[src/rtl/ioctl_pkg.sv]
// ioctl_pkg: shared FSM encoding, address width and file indices for the ioctl download path
package ioctl_pkg;
    localparam int IOCTL_ADDR_W = 25;
    localparam logic [7:0] IOCTL_IDX_ROM = 8'd0;
    localparam logic [7:0] IOCTL_IDX_TAPE = 8'd1;
    typedef enum logic [2:0] {
        ST_IDLE,
        ST_SETUP,
        ST_FETCH,
        ST_WRITE,
        ST_GAP,
        ST_TAIL
    } ioctl_state_e;
endpackage

[src/rtl/ioctl_delay_cnt.sv]
// ioctl_delay_cnt: loadable down-counter with hold, reporting when it has reached zero
module ioctl_delay_cnt #(
    parameter int W = 8
) (
    input  logic         clk,
    input  logic         rst,
    input  logic         load_i,
    input  logic [W-1:0] val_i,
    input  logic         hold_i,
    output logic         zero_o
);
    logic [W-1:0] cnt_q;
    always_ff @(posedge clk) begin
        if (rst) cnt_q <= '0;
        else if (load_i) cnt_q <= val_i;
        else if (!hold_i && cnt_q != '0) cnt_q <= cnt_q - W'(1);
    end
    assign zero_o = cnt_q == '0;
endmodule

[src/rtl/ioctl_download_tx.sv]
// ioctl_download_tx: drives the core's ioctl download handshake from a byte stream with wait back-pressure
module ioctl_download_tx
    import ioctl_pkg::*;
#(
    parameter int ADDR_W    = IOCTL_ADDR_W,
    parameter int SETUP_CYC = 8,
    parameter int WR_GAP    = 4,
    parameter int TAIL_CYC  = 8
) (
    input  logic              clk_sys,
    input  logic              reset,
    input  logic              start,
    input  logic              abort,
    input  logic [7:0]        req_index,
    input  logic [ADDR_W-1:0] req_length,
    input  logic [7:0]        src_data,
    input  logic              src_valid,
    output logic              src_ready,
    output logic              ioctl_download,
    output logic              ioctl_wr,
    output logic [ADDR_W-1:0] ioctl_addr,
    output logic [7:0]        ioctl_dout,
    output logic [7:0]        ioctl_index,
    input  logic              ioctl_wait,
    output logic              busy,
    output logic              done
);
    ioctl_state_e state_q, state_d;
    logic [ADDR_W-1:0] len_q, len_d, cnt_q, cnt_d, addr_q, addr_d;
    logic [7:0] dout_q, dout_d, index_q, index_d;
    logic wr_q, wr_d, active_q, active_d, done_q, done_d;
    logic dly_load, dly_hold, dly_zero;
    logic [7:0] dly_val;

    ioctl_delay_cnt #(.W(8)) u_dly (
        .clk    (clk_sys),
        .rst    (reset),
        .load_i (dly_load),
        .val_i  (dly_val),
        .hold_i (dly_hold),
        .zero_o (dly_zero)
    );

    always_comb begin
        state_d = state_q;
        len_d   = len_q;
        cnt_d   = cnt_q;
        addr_d  = addr_q;
        dout_d  = dout_q;
        index_d = index_q;
        wr_d    = 1'b0;
        done_d  = 1'b0;
        case (state_q)
            ST_IDLE: if (start) begin
                index_d = req_index;
                len_d   = req_length;
                cnt_d   = '0;
                state_d = ST_SETUP;
            end
            ST_SETUP: if (abort) state_d = ST_TAIL;
                else if (dly_zero) state_d = len_q == '0 ? ST_TAIL : ST_FETCH;
            ST_FETCH: begin
                if (src_valid) begin
                    dout_d = src_data;
                    addr_d = cnt_q;
                end
                state_d = abort ? ST_TAIL : src_valid ? ST_WRITE : ST_FETCH;
            end
            ST_WRITE: if (abort) state_d = ST_TAIL;
                else if (!ioctl_wait) begin
                    wr_d    = 1'b1;
                    cnt_d   = cnt_q + ADDR_W'(1);
                    state_d = ST_GAP;
                end
            ST_GAP: if (abort) state_d = ST_TAIL;
                else if (dly_zero) state_d = cnt_q == len_q ? ST_TAIL : ST_FETCH;
            ST_TAIL: if (dly_zero) begin
                done_d  = 1'b1;
                state_d = ST_IDLE;
            end
            default: state_d = ST_IDLE;
        endcase
        active_d = state_d != ST_IDLE;
        // SETUP/GAP reach zero after exactly N cycles; TAIL gets one extra cycle to close the window
        dly_load = state_d != state_q;
        dly_val  = state_d == ST_SETUP ? 8'(SETUP_CYC - 1) :
                   state_d == ST_GAP   ? 8'(WR_GAP - 1)    : 8'(TAIL_CYC);
        dly_hold = state_q == ST_GAP && ioctl_wait;
    end

    always_ff @(posedge clk_sys) begin
        if (reset) begin
            state_q  <= ST_IDLE;
            len_q    <= '0;
            cnt_q    <= '0;
            addr_q   <= '0;
            dout_q   <= '0;
            index_q  <= '0;
            wr_q     <= 1'b0;
            active_q <= 1'b0;
            done_q   <= 1'b0;
        end else begin
            state_q  <= state_d;
            len_q    <= len_d;
            cnt_q    <= cnt_d;
            addr_q   <= addr_d;
            dout_q   <= dout_d;
            index_q  <= index_d;
            wr_q     <= wr_d;
            active_q <= active_d;
            done_q   <= done_d;
        end
    end

    assign src_ready      = state_q == ST_FETCH;
    assign ioctl_download = active_q;
    assign busy           = active_q;
    assign ioctl_wr       = wr_q;
    assign ioctl_addr     = addr_q;
    assign ioctl_dout     = dout_q;
    assign ioctl_index    = index_q;
    assign done           = done_q;
endmodule

[config.mk]
export PLATFORM = sky130hd
export DESIGN_NAME = ioctl_download_tx
export DESIGN_NICKNAME = d
export VERILOG_FILES = /design/src/rtl/ioctl_pkg.sv /design/src/rtl/ioctl_delay_cnt.sv /design/src/rtl/ioctl_download_tx.sv
export SDC_FILE = /design/constraint.sdc
export NUM_CORES = 1
export LEC_CHECK = 0
export BUFFER_PORTS_ARGS = -buffer_cell sky130_fd_sc_hd__buf_2
export CORE_ASPECT_RATIO = 1.25
export CORE_MARGIN = 3
export CORE_UTILIZATION = 50
export CTS_CLUSTER_DIAMETER = 60
export DETAILED_ROUTE_END_ITERATION = 16
export PLACE_DENSITY = 0.74
export SLEW_MARGIN = 15
export SYNTH_ARGS = -nofsm -noshare
export SYNTH_HDL_FRONTEND = slang
export SYNTH_HIERARCHICAL = 1
export SYNTH_SLANG_ARGS = --single-unit
export TNS_END_PERCENT = 1
[constraint.sdc]
create_clock -name clk_sys -period 3.1 [get_ports clk_sys]
set_input_delay 0.31 -clock clk_sys [delete_from_list [all_inputs] [get_ports clk_sys]]
set_output_delay 0.31 -clock clk_sys [all_outputs]
set_load 0.005 [all_outputs]
==> reports/metrics.yaml, run 1 <==
clocking:
  htreeDepth: 3
  cts_tree: "done"
  cts_buffers: 9
  clk_pin_slew_ps: 80
  cts_hold_buf: 0
  clk_latency_ps: 370
  cts_root_buf: "clkbuf_8"
  cts_setup_buffers: 0
  clock_path_buffers: 2
  clkSinkCount: 105
  cts_resized: 0
finish:
  drive_above_1_share: 0.1915
  finalNetCount: 732
  areaGrowthSynthToFinish_pct: 16.87
  instances_no_fill: 804
  diodes: 0
timing:
  finalSetupTns_ps: 0
  setup_slack_ps: 178.5
  tightest_slew_ps: 560.7
  setup_viol: 0
  finalCriticalPeriod_ps: 2922
  fin_hold_ws_ps: 168.5
  fmax_mhz: 342.3
  clock_skew_ps: 7.333
  min_period_over_period: 0.9424
  drv_slew: 0
  finalHoldViolCount: 0
  maxSlewHeadroom: 0.6257
synthesis:
  synth_area_leaders: "dfxtp_1, nand2_1, a21oi_1"
  yosys_warnings: 6
  synth_area_um2: 4673
  yosysTopAreaCell: "dfxtp_1"
  synth_cell_types: 52
  synth.area.mux_share: 0.002142
  yosys-top-cells-count: "nand2_1, dfxtp_1, a21oi_1"
  synthXorXnorAreaFrac: 0.08434
  synth_compound_area_frac: 0.1446
  synth_edf_count: 0
  synthSimpleGateAreaFrac: 0.2693
  synth_seq_cells: 105
  synth_top_family_by_area: "simple AND/OR/NAND/NOR gates"
  synth.avg_cell_area_um2: 7.802
  async_flop_share: 0
  yosysMostFrequentCell: "nand2_1"
  ys.flop_type: "dfxtp_1"
  syn_inst: 599
  seq_area_frac_synth: 0.4498
  synth_top_area_frac: 0.4498
  synthAdderAreaFrac: 0.008032
critical_path:
  cpPeakStageDelay_ps: 510
  crit_chain: "inv_1 > ha_1 > or3b_2 > nor2_4 > nor4b_2 > nand4_1 > o21bai_2 > a2111o_1 > o221ai_1 > inv_1 > buf_4 > o21ai_0 > o221a_1"
  path_delay_family: "simple AND/OR/NAND/NOR gates"
  worstSetupPathDepth: 13
  endpoint_kind: "flip-flop"
  critPathLaunchType: "flip-flop"
  worst-path-max-fanout: 12
  crit_buf_inv: 3
  r2r_slack_ps: 180
  criticalPathCategory: "flip-flop to flip-flop"
  crit_required_ps: 3360
  r2r-end: "u_dly/cnt_q[3]$_SDFFE_PP0P_"
  rr_worst_depth: 13
  worstSetupStartpoint: "u_dly/cnt_q[0]$_SDFFE_PP0P_"
  crit_top_cell: "inv_1"
  worstSetupEndpoint: "u_dly/cnt_q[3]$_SDFFE_PP0P_"
  crit_arrival_ps: 3190
  r2r-start: "u_dly/cnt_q[0]$_SDFFE_PP0P_"
  slowest_stage: "or3b_2"
global_route:
  grt_pass1_vias: 4085
  grt_overflow: 0
  grt_pass1_wl_mm: 18.66
  antenna_found_initial: 0
  grt_max_degree: 42
  grt.total_usage: 0.2187
placed_design:
  portBuffers: 92
  gp_congestion: 0.9288
  pre_cts_slack_ps: 106.1
  placed_cells: 791
  hpwl_mm: 8.461
power_and_ir_drop:
  seqPwrFrac: 0.469
  power.static_leakage_nw: 2.167
  p_comb_frac: 0.308
  finalPower_mw: 3.520
  vdd_drop_max_v: 0.0003502
  power_density_nw_per_um2: 644.5
  p_clk_frac: 0.224
  switching_share: 0.3408
  power.switching_mw: 1.200
  intPower_mw: 2.320
die:
  die_w_um: 92.47
  start_util: 0.5256
  core_um2: 8891
  dieArea_um2: 10550
  rows: 38
  die_h_um: 114.1
  ios: 93
routing:
  drtPass1Iterations: 4
  antenna_left: 0
  wire_per_inst_um: 14.09
  vias_per_cell: 5.354
  drt_wl_total_mm: 11.33
  drtIter0Drc: 313
  vias: 4305
  drc: 0
hold_path:
  hp-class: "primary input to flip-flop"
status:
  status: "finished, final reports clean"
job:
  maxCapViolations: 0
-- layer usage --
metal	vias up	track usage	routed length, um
met5	-	0	0
met3	31	0.03419	492
met1	1963	0.2807	5103
met2	123	0.3500	5361
li1	2188	-	-
met4	0	0.1249	372
-- cell type report --
class | count | area, um2
inverter | 11 | 41.29
fill | 832 | 3430
clock buffer | 10 | 127.6
clock inverter | 3 | 43.79
tap | 120 | 150.1
timing repair buffer | 108 | 580.6
multi-input combinational | 447 | 2416
sequential | 105 | 2102
-- through the flow --
step | utilization | area (um2)
finish | 0.6143 | 5461
global route | 0.6143 | 5461
CTS | 0.6122 | 5443
detailed placement | 0.5929 | 5271
global placement | 0.5929 | 5271
floorplan | - | 4684
-- power by group through the flow --
stage | sequential (mW) | combinational, mW | clock (mW)
after global placement | 1.67 | 1.05 | 0
after detailed placement | 1.68 | 1.06 | 0
after global routing | 1.67 | 1.21 | 0.872
after CTS | 1.65 | 1.06 | 0.813
final | 1.65 | 1.08 | 0.787
after floorplan | 1.61 | 0.806 | 0
-- worst register-to-register path, stage by stage (launching register included) --
cell	delay [ps]
dfxtp_1	360
inv_1	90
ha_1	170
or3b_2	510
nor2_4	150
nor4b_2	250
nand4_1	190
o21bai_2	220
a2111o_1	170
o221ai_1	120
inv_1	80
buf_4	170
o21ai_0	120
o221a_1	220
-- state kept, by name (all words and copies together), names as in the netlist, 3 cells and up --
| register | cells |
|---|---|
| ioctl_dout | 8 |
| ioctl_index | 8 |
| cnt_q | 25 |
| len_q | 25 |
| state_q | 3 |
| u_dly/cnt_q | 8 |
| ioctl_addr | 25 |
-- worst min path at each step --
stage	end	cells past startpoint	slack, ps	startpoint
6_report	ioctl_wr$_SDFF_PP0_	2	170	ioctl_wait
3_5_place_dp	ioctl_addr[24]$_SDFFE_PP0P_	2	440	ioctl_addr[24]$_SDFFE_PP0P_
5_1_grt	len_q[10]$_SDFFE_PP0P_	3	160	req_length[10]
4_1_cts	ioctl_wr$_SDFF_PP0_	2	150	ioctl_wait
2_1_floorplan	u_dly/cnt_q[1]$_SDFFE_PP0P_	1	380	reset
3_3_place_gp	ioctl_dout[7]$_SDFFE_PP0P_	2	440	ioctl_dout[7]$_SDFFE_PP0P_
-- layout by cell type, fill, tap and decap left out, types with 4 or more instances in the layout --
master	Yosys	routed
clkbuf_8	0	9
nand3_1	10	10
nand2_1	151	151
nor3_1	10	10
a21oi_1	79	79
inv_1	11	11
xnor2_1	24	24
buf_4	1	16
conb_1	1	4
nand2b_1	4	4
nor2_1	42	42
xor2_1	21	21
o21ai_0	12	12
or3_1	7	7
nor4_1	12	12
dfxtp_1	105	105
and3_1	5	5
buf_2	0	92
nand4_1	12	12
-- cell families after synthesis --
kind of cell | count (synthesis)
buf+inv | 50
fa+ha+maj | 3
other cells | 1
compound gates | 118
flops | 105
xor+xnor | 45
mux | 1
simple gates | 276
Note: power is estimated with default switching activity, not from simulation.
==> run 2, diff against run 1 <==
--- a/config.mk
+++ b/config.mk
@@ -8,10 +8,10 @@
 export BUFFER_PORTS_ARGS = -buffer_cell sky130_fd_sc_hd__buf_2
 export CORE_ASPECT_RATIO = 1.25
 export CORE_MARGIN = 3
-export CORE_UTILIZATION = 50
+export CORE_UTILIZATION = 55
 export CTS_CLUSTER_DIAMETER = 60
 export DETAILED_ROUTE_END_ITERATION = 16
-export PLACE_DENSITY = 0.74
+export PLACE_DENSITY = 0.78
 export SLEW_MARGIN = 15
 export SYNTH_ARGS = -nofsm -noshare
 export SYNTH_HDL_FRONTEND = slang
==> constraint.sdc (replaced) <==
create_clock -name clk_sys -period 3.2 [get_ports clk_sys]
set_input_delay 0.32 -clock clk_sys [delete_from_list [all_inputs] [get_ports clk_sys]]
set_output_delay 0.32 -clock clk_sys [all_outputs]
set_load 0.005 [all_outputs]
==> reports/metrics.yaml, run 2 (same netlist as run 1, synthesis figures left out) <==
timing:
  drv_slew: 0  # unchanged
  finalCriticalPeriod_ps: 2945  # +23.45 ps
  rsz0062_at_grt: "false"
  min_period_over_period: 0.9203  # -0.02212
  fmax_mhz: 339.6  # -0.80%
  maxSlewHeadroom: 0.5887  # -0.03701
  tightest_slew_ps: 617.0  # +56.29 ps
  setup_viol: 0  # unchanged
  clock_skew_ps: 7.853  # +0.5201 ps
  setup_slack_ps: 255.0  # +76.55 ps
  finalSetupTns_ps: 0  # unchanged
  finalHoldViolCount: 0  # unchanged
power_and_ir_drop:
  power.switching_mw: 1.215  # +1.3%
  intPower_mw: 2.291  # -1.3%
  switching_share: 0.3466  # +0.005767
  power_density_nw_per_um2: 643.0  # -0.25%
  power.static_leakage_nw: 2.174  # +0.33%
  seqPwrFrac: 0.457  # -0.012
  p_clk_frac: 0.243  # +0.019
  finalPower_mw: 3.507  # -0.38%
  vdd_drop_max_v: 0.0003213  # -8.2%
  p_comb_frac: 0.300  # -0.008
critical_path:
  worst-path-max-fanout: 6  # -6
  crit_arrival_ps: 3210  # +20 ps
  crit_top_cell: "inv_1"
  cpPeakStageDelay_ps: 500  # about the same
  endpoint_kind: "flip-flop"
  crit_required_ps: 3470  # +110 ps
  path_delay_family: "simple AND/OR/NAND/NOR gates"
  critPathLaunchType: "flip-flop"
  crit_chain: "inv_1 > ha_1 > or3b_2 > nor2_2 > nor4b_1 > nand4_1 > o21bai_2 > a21oi_1 > o221ai_2 > inv_1 > buf_4 > a311oi_1"
  criticalPathCategory: "flip-flop to flip-flop"
  slowest_stage: "or3b_2"
  crit_buf_inv: 3  # unchanged
routing:
  drtIter0Drc: 290  # -7.3%
  drtPass1Iterations: 4  # unchanged
  vias_per_cell: 5.526  # +3.2%
  antenna_left: 0  # unchanged
  drc: 0  # unchanged
  wire_per_inst_um: 14.68  # +4.2%
  vias: 4316  # +0.26%
  drt_wl_total_mm: 11.47  # +1.2%
clocking:
  cts_root_buf: "clkbuf_8"
  clk_latency_ps: 360  # about the same
  cts_hold_buf: 0  # unchanged
  clk_pin_slew_ps: 100  # +20 ps
  htreeDepth: 3  # unchanged
  cts_tree: "done"
  clock_path_buffers: 2  # unchanged
  cts_buffers: 9  # unchanged
  clkSinkCount: 105  # unchanged
global_route:
  grt.total_usage: 0.2486  # +0.02992
  antenna_found_initial: 0  # unchanged
  grt_overflow: 0  # unchanged
  grt_max_degree: 37  # -12%
  grt_pass1_wl_mm: 19.08  # +2.2%
  grt_pass1_vias: 4217  # +3.2%
finish:
  diodes: 0  # unchanged
  instances_no_fill: 781  # -2.9%
  areaGrowthSynthToFinish_pct: 16.71
  most-common-layout-cells: "nand2_1, dfxtp_1, buf_2"
  drive_above_1_share: 0.1953  # +0.003815
  finalNetCount: 731  # -0.14%
  layout_commonest_cell: "nand2_1"
die:
  rows: 36  # -5.3%
  die_w_um: 88.45  # -4.4%
  dieArea_um2: 9646  # -8.6%
  ios: 93  # unchanged
  die_h_um: 109.1  # -4.4%
  core_um2: 8018  # -9.8%
  start_util: 0.5829  # +0.05725
status:
  status: "finished, final reports clean"
placed_design:
  hpwl_mm: 8.419  # -0.50%
  pre_cts_slack_ps: 166.2  # +60.07 ps
  placed_cells: 765  # -3.3%
  gp_congestion: 0.9286  # about the same
  portBuffers: 92  # unchanged
hold_path:
  hp-class: "primary input to flip-flop"
job:
  maxCapViolations: 0  # unchanged
==> run 2: cell types whose count changed in the layout (fill, tap and decap cells not counted), sizes merged <==
cell | before | now
buf | 108 | 107
clkinvlp | 0 | 1
clkinv | 1 | 2
inv | 12 | 13
==> run 2: cell type report <==
cell class	count	area, um2
fillers	692	2564
multi-input cells	447	2409
flip-flops and latches	105	2102
repair buffers	107	573.1
clock buffers	10	137.6
well taps	95	118.9
clock inverters	6	72.57
inverters	11	41.29
==> run 2: per-layer routing <==
layer	global-route usage	routed length (um)
met5	0	0
met1	0.3137	4974
met3	0.05820	703
met4	0.1015	305
met2	0.4059	5483
==> run 2: worst paths after layout <==
kind                                     from                     endpoint  slack (ps)  depth (start not counted)
setup / recovery  u_dly/cnt_q[0]$_SDFFE_PP0P_  u_dly/cnt_q[5]$_SDFFE_PP0P_         260                         12
hold / removal                    src_data[6]   ioctl_dout[6]$_SDFFE_PP0P_         180                          3
setup reg to reg  u_dly/cnt_q[0]$_SDFFE_PP0P_  u_dly/cnt_q[5]$_SDFFE_PP0P_         260                         12
hold reg to reg   ioctl_addr[13]$_SDFFE_PP0P_  ioctl_addr[13]$_SDFFE_PP0P_         450                          2
==> run 2: power groups by stage <==
stage	clock [mW]	combinational (mW)	sequential (mW)
3_5_place_dp	0	1.03	1.62
2_1_floorplan	0	0.781	1.56
4_1_cts	0.864	1.04	1.59
5_1_grt	0.912	1.18	1.62
6_report	0.851	1.05	1.60
3_3_place_gp	0	1.01	1.62
==> run 2: worst min-delay path, cell delays in order <==
cell and delay, ps:
buf_2 90, nand2_1 40, a21oi_1 50
==> run 2: stage by stage <==
stage / util / area, um2 / hold WS (ps)
2_1_floorplan: - / 4684 / 389.1
3_3_place_gp: 0.6526 / 5233 / 439.1
3_5_place_dp: 0.6526 / 5233 / 443.1
4_1_cts: 0.6788 / 5443 / 165.9
5_1_grt: 0.6802 / 5454 / 167.0
6_report: 0.6802 / 5454 / 178.0
==> run 2: repair_timing <==
action | 4_1_cts | 5_1_grt
endpoints found under the setup margin | 0 | 8
resized for setup | 0 | 2
buffers inserted | 0 | 0
==> run 3, diff against run 2 <==
--- a/config.mk
+++ b/config.mk
@@ -5,13 +5,13 @@
 export SDC_FILE = /design/constraint.sdc
 export NUM_CORES = 1
 export LEC_CHECK = 0
-export BUFFER_PORTS_ARGS = -buffer_cell sky130_fd_sc_hd__buf_2
 export CORE_ASPECT_RATIO = 1.25
 export CORE_MARGIN = 3
 export CORE_UTILIZATION = 55
 export CTS_CLUSTER_DIAMETER = 60
 export DETAILED_ROUTE_END_ITERATION = 16
-export PLACE_DENSITY = 0.78
+export DONT_BUFFER_PORTS = 1
+export PLACE_DENSITY = 0.68
 export SLEW_MARGIN = 15
 export SYNTH_ARGS = -nofsm -noshare
 export SYNTH_HDL_FRONTEND = slang
==> constraint.sdc (replaced) <==
create_clock -name clk_sys -period 3.2 [get_ports clk_sys]
set_input_delay 0.64 -clock clk_sys [delete_from_list [all_inputs] [get_ports clk_sys]]
set_output_delay 0.64 -clock clk_sys [all_outputs]
set_load 0.005 [all_outputs]
==> reports/metrics.yaml, run 3 (same netlist as run 1, synthesis figures left out) <==
finish:
  fin_area_um2: 4946  # -9.3%
  areaGrowthSynthToFinish_pct: 5.837
  fillers: 762  # +10%
  multi_input_area_um2: 2414  # +0.21%
  diodes: 0  # unchanged
  finalNetCount: 635  # -13%
  most-common-layout-cells: "nand2_1, dfxtp_1, a21oi_1"
  regArea_um2: 2102  # unchanged
  instances_no_fill: 685  # -12%
  drive_above_1_share: 0.06610  # -0.1292
  layout_commonest_cell: "nand2_1"
clocking:
  clock_path_buffers: 2  # unchanged
  htreeDepth: 3  # unchanged
  cts_tree: "done"
  clkSinkCount: 105  # unchanged
  cts_buffers: 9  # unchanged
  clk_pin_slew_ps: 100  # about the same
  cts_root_buf: "clkbuf_8"
  clk_latency_ps: 360  # about the same
  cts_hold_buf: 0  # unchanged
placed_design:
  placed_cells: 669  # -13%
  placed_cell_area_um2: 4742  # -9.4%
  gp_congestion: 0.9070  # -2.3%
  portBuffers: 0  # -100%
  hpwl_mm: 7.910  # -6.0%
routing:
  antenna_left: 0  # unchanged
  drc: 0  # unchanged
  vias: 3978  # -7.8%
  drtPass1Iterations: 4  # unchanged
  drt_wl_total_mm: 10.92  # -4.8%
  vias_per_cell: 5.807  # +5.1%
  wire_per_inst_um: 15.94  # +8.6%
  drtIter0Drc: 235  # -19%
critical_path:
  worst-path-max-fanout: 5  # -1
  endpoint_kind: "flip-flop"
  criticalPathCategory: "flip-flop to flip-flop"
  r2r_slack_ps: 260  # about the same
  r2r-start: "u_dly/cnt_q[0]$_SDFFE_PP0P_"
  crit_arrival_ps: 3200  # about the same
  rr_worst_depth: 14  # +2
  crit_required_ps: 3460  # about the same
  critPathLaunchType: "flip-flop"
  r2r-end: "u_dly/cnt_q[2]$_SDFFE_PP0P_"
job:
  maxCapViolations: 0  # unchanged
power_and_ir_drop:
  vdd_drop_max_v: 0.0003698  # +15%
  power.static_leakage_nw: 1.717  # -21%
  power_density_nw_per_um2: 674.4  # +4.9%
  finalPower_mw: 3.336  # -4.9%
timing:
  min_period_over_period: 0.9194  # about the same
  fmax_mhz: 339.9  # about the same
  finalCriticalPeriod_ps: 2942  # -2.930 ps
  finalSetupTns_ps: 0  # unchanged
  maxSlewHeadroom: 0.5700  # -0.01871
  drv_slew: 0  # unchanged
  finalHoldViolCount: 0  # unchanged
  setup_viol: 0  # unchanged
  tightest_slew_ps: 644.2  # +27.18 ps
  clock_skew_ps: 14.78  # +6.932 ps
global_route:
  grt_max_degree: 83  # +120%
  grt_pass1_vias: 3759  # -11%
  grt_pass1_wl_mm: 17.97  # -5.8%
  antenna_found_initial: 0  # unchanged
  grt_overflow: 0  # unchanged
  grt.total_usage: 0.2378  # -0.01084
die:
  die_w_um: 88.45  # unchanged
  start_util: 0.5829  # unchanged
  dieArea_um2: 9646  # unchanged
  ios: 93  # unchanged
  die_h_um: 109.1  # unchanged
  rows: 36  # unchanged
  core_um2: 8018  # unchanged
hold_path:
  hp-class: "primary input to flip-flop"
  holdPathEnd: "ioctl_wr$_SDFF_PP0_"
  hold_depth: 1  # -2
  hp-start: "abort"
status:
  status: "finished, final reports clean"
==> run 3: cell count changes in the layout (fill, tap and decap cells not counted), sizes merged <==
| cell | delta |
|---|---|
| buf | -96 |
| clkinvlp | -1 |
| bufinv | -1 |
| clkbuf | -1 |
| inv | +1 |
| clkinv | +2 |
==> run 3: power breakdown <==
group	switching, mW	leakage, nW	internal, mW
clock network	0.476	0.0987	0.300
registers	0.177	0.853	1.44
logic	0.543	0.765	0.403
==> run 3: per-stage QoR <==
stage / utilization / worst slack (ps) / hold slack (ps)
after floorplan: - / 147.1 / 452.7
after global placement: 0.5914 / 314.1 / 456.7
after detailed placement: 0.5914 / 115.8 / 461.0
after CTS: 0.6149 / 94.28 / 319.5
after global routing: 0.6169 / -25.24 / 308.9
final: 0.6169 / 257.9 / 338.2
==> run 3: routing by layer <==
metal | routed length (um) | global-route usage | vias to the layer above
li1 | - | - | 1995
met1 | 4750 | 0.3041 | 1859
met2 | 5429 | 0.3941 | 107
met3 | 561 | 0.04611 | 17
met4 | 178 | 0.08963 | 0
met5 | 0 | 0 | -
==> run 3: cell type report <==
type                    instances  share of cell area
inverters                      11            0.008348
multi-input cells             447              0.4880
flip-flops and latches        105              0.4250
clock buffers                   9             0.02504
clock inverters                 7             0.01290
well taps                      95             0.02403
repair buffers                 11             0.01670
==> run 3: worst max path at each step <==
stage	from	end	cells past startpoint
2_1_floorplan	u_dly/cnt_q[0]$_SDFFE_PP0P_	u_dly/cnt_q[3]$_SDFFE_PP0P_	12
3_3_place_gp	u_dly/cnt_q[0]$_SDFFE_PP0P_	u_dly/cnt_q[3]$_SDFFE_PP0P_	12
3_5_place_dp	u_dly/cnt_q[0]$_SDFFE_PP0P_	u_dly/cnt_q[3]$_SDFFE_PP0P_	12
4_1_cts	u_dly/cnt_q[0]$_SDFFE_PP0P_	u_dly/cnt_q[3]$_SDFFE_PP0P_	12
5_1_grt	u_dly/cnt_q[0]$_SDFFE_PP0P_	u_dly/cnt_q[2]$_SDFFE_PP0P_	13
6_report	u_dly/cnt_q[0]$_SDFFE_PP0P_	u_dly/cnt_q[2]$_SDFFE_PP0P_	14
==> run 3: worst max-delay path: stages, from the launching register on <==
cell	delay, ps
dfxtp_1	360
inv_1	90
ha_1	160
or3b_2	490
nor2_2	200
nand2_1	70
or4_1	440
o21ai_1	200
buf_4	150
nor2_1	50
o221ai_2	190
buf_4	170
o21ai_0	80
a31oi_1	140
nor2_1	60
==> run 3: repair_timing <==
item	in CTS	in global routing
buffers inserted	0	0
endpoints found under the hold margin	0	0
resized for setup	0	4
endpoints found under the setup margin	0	8
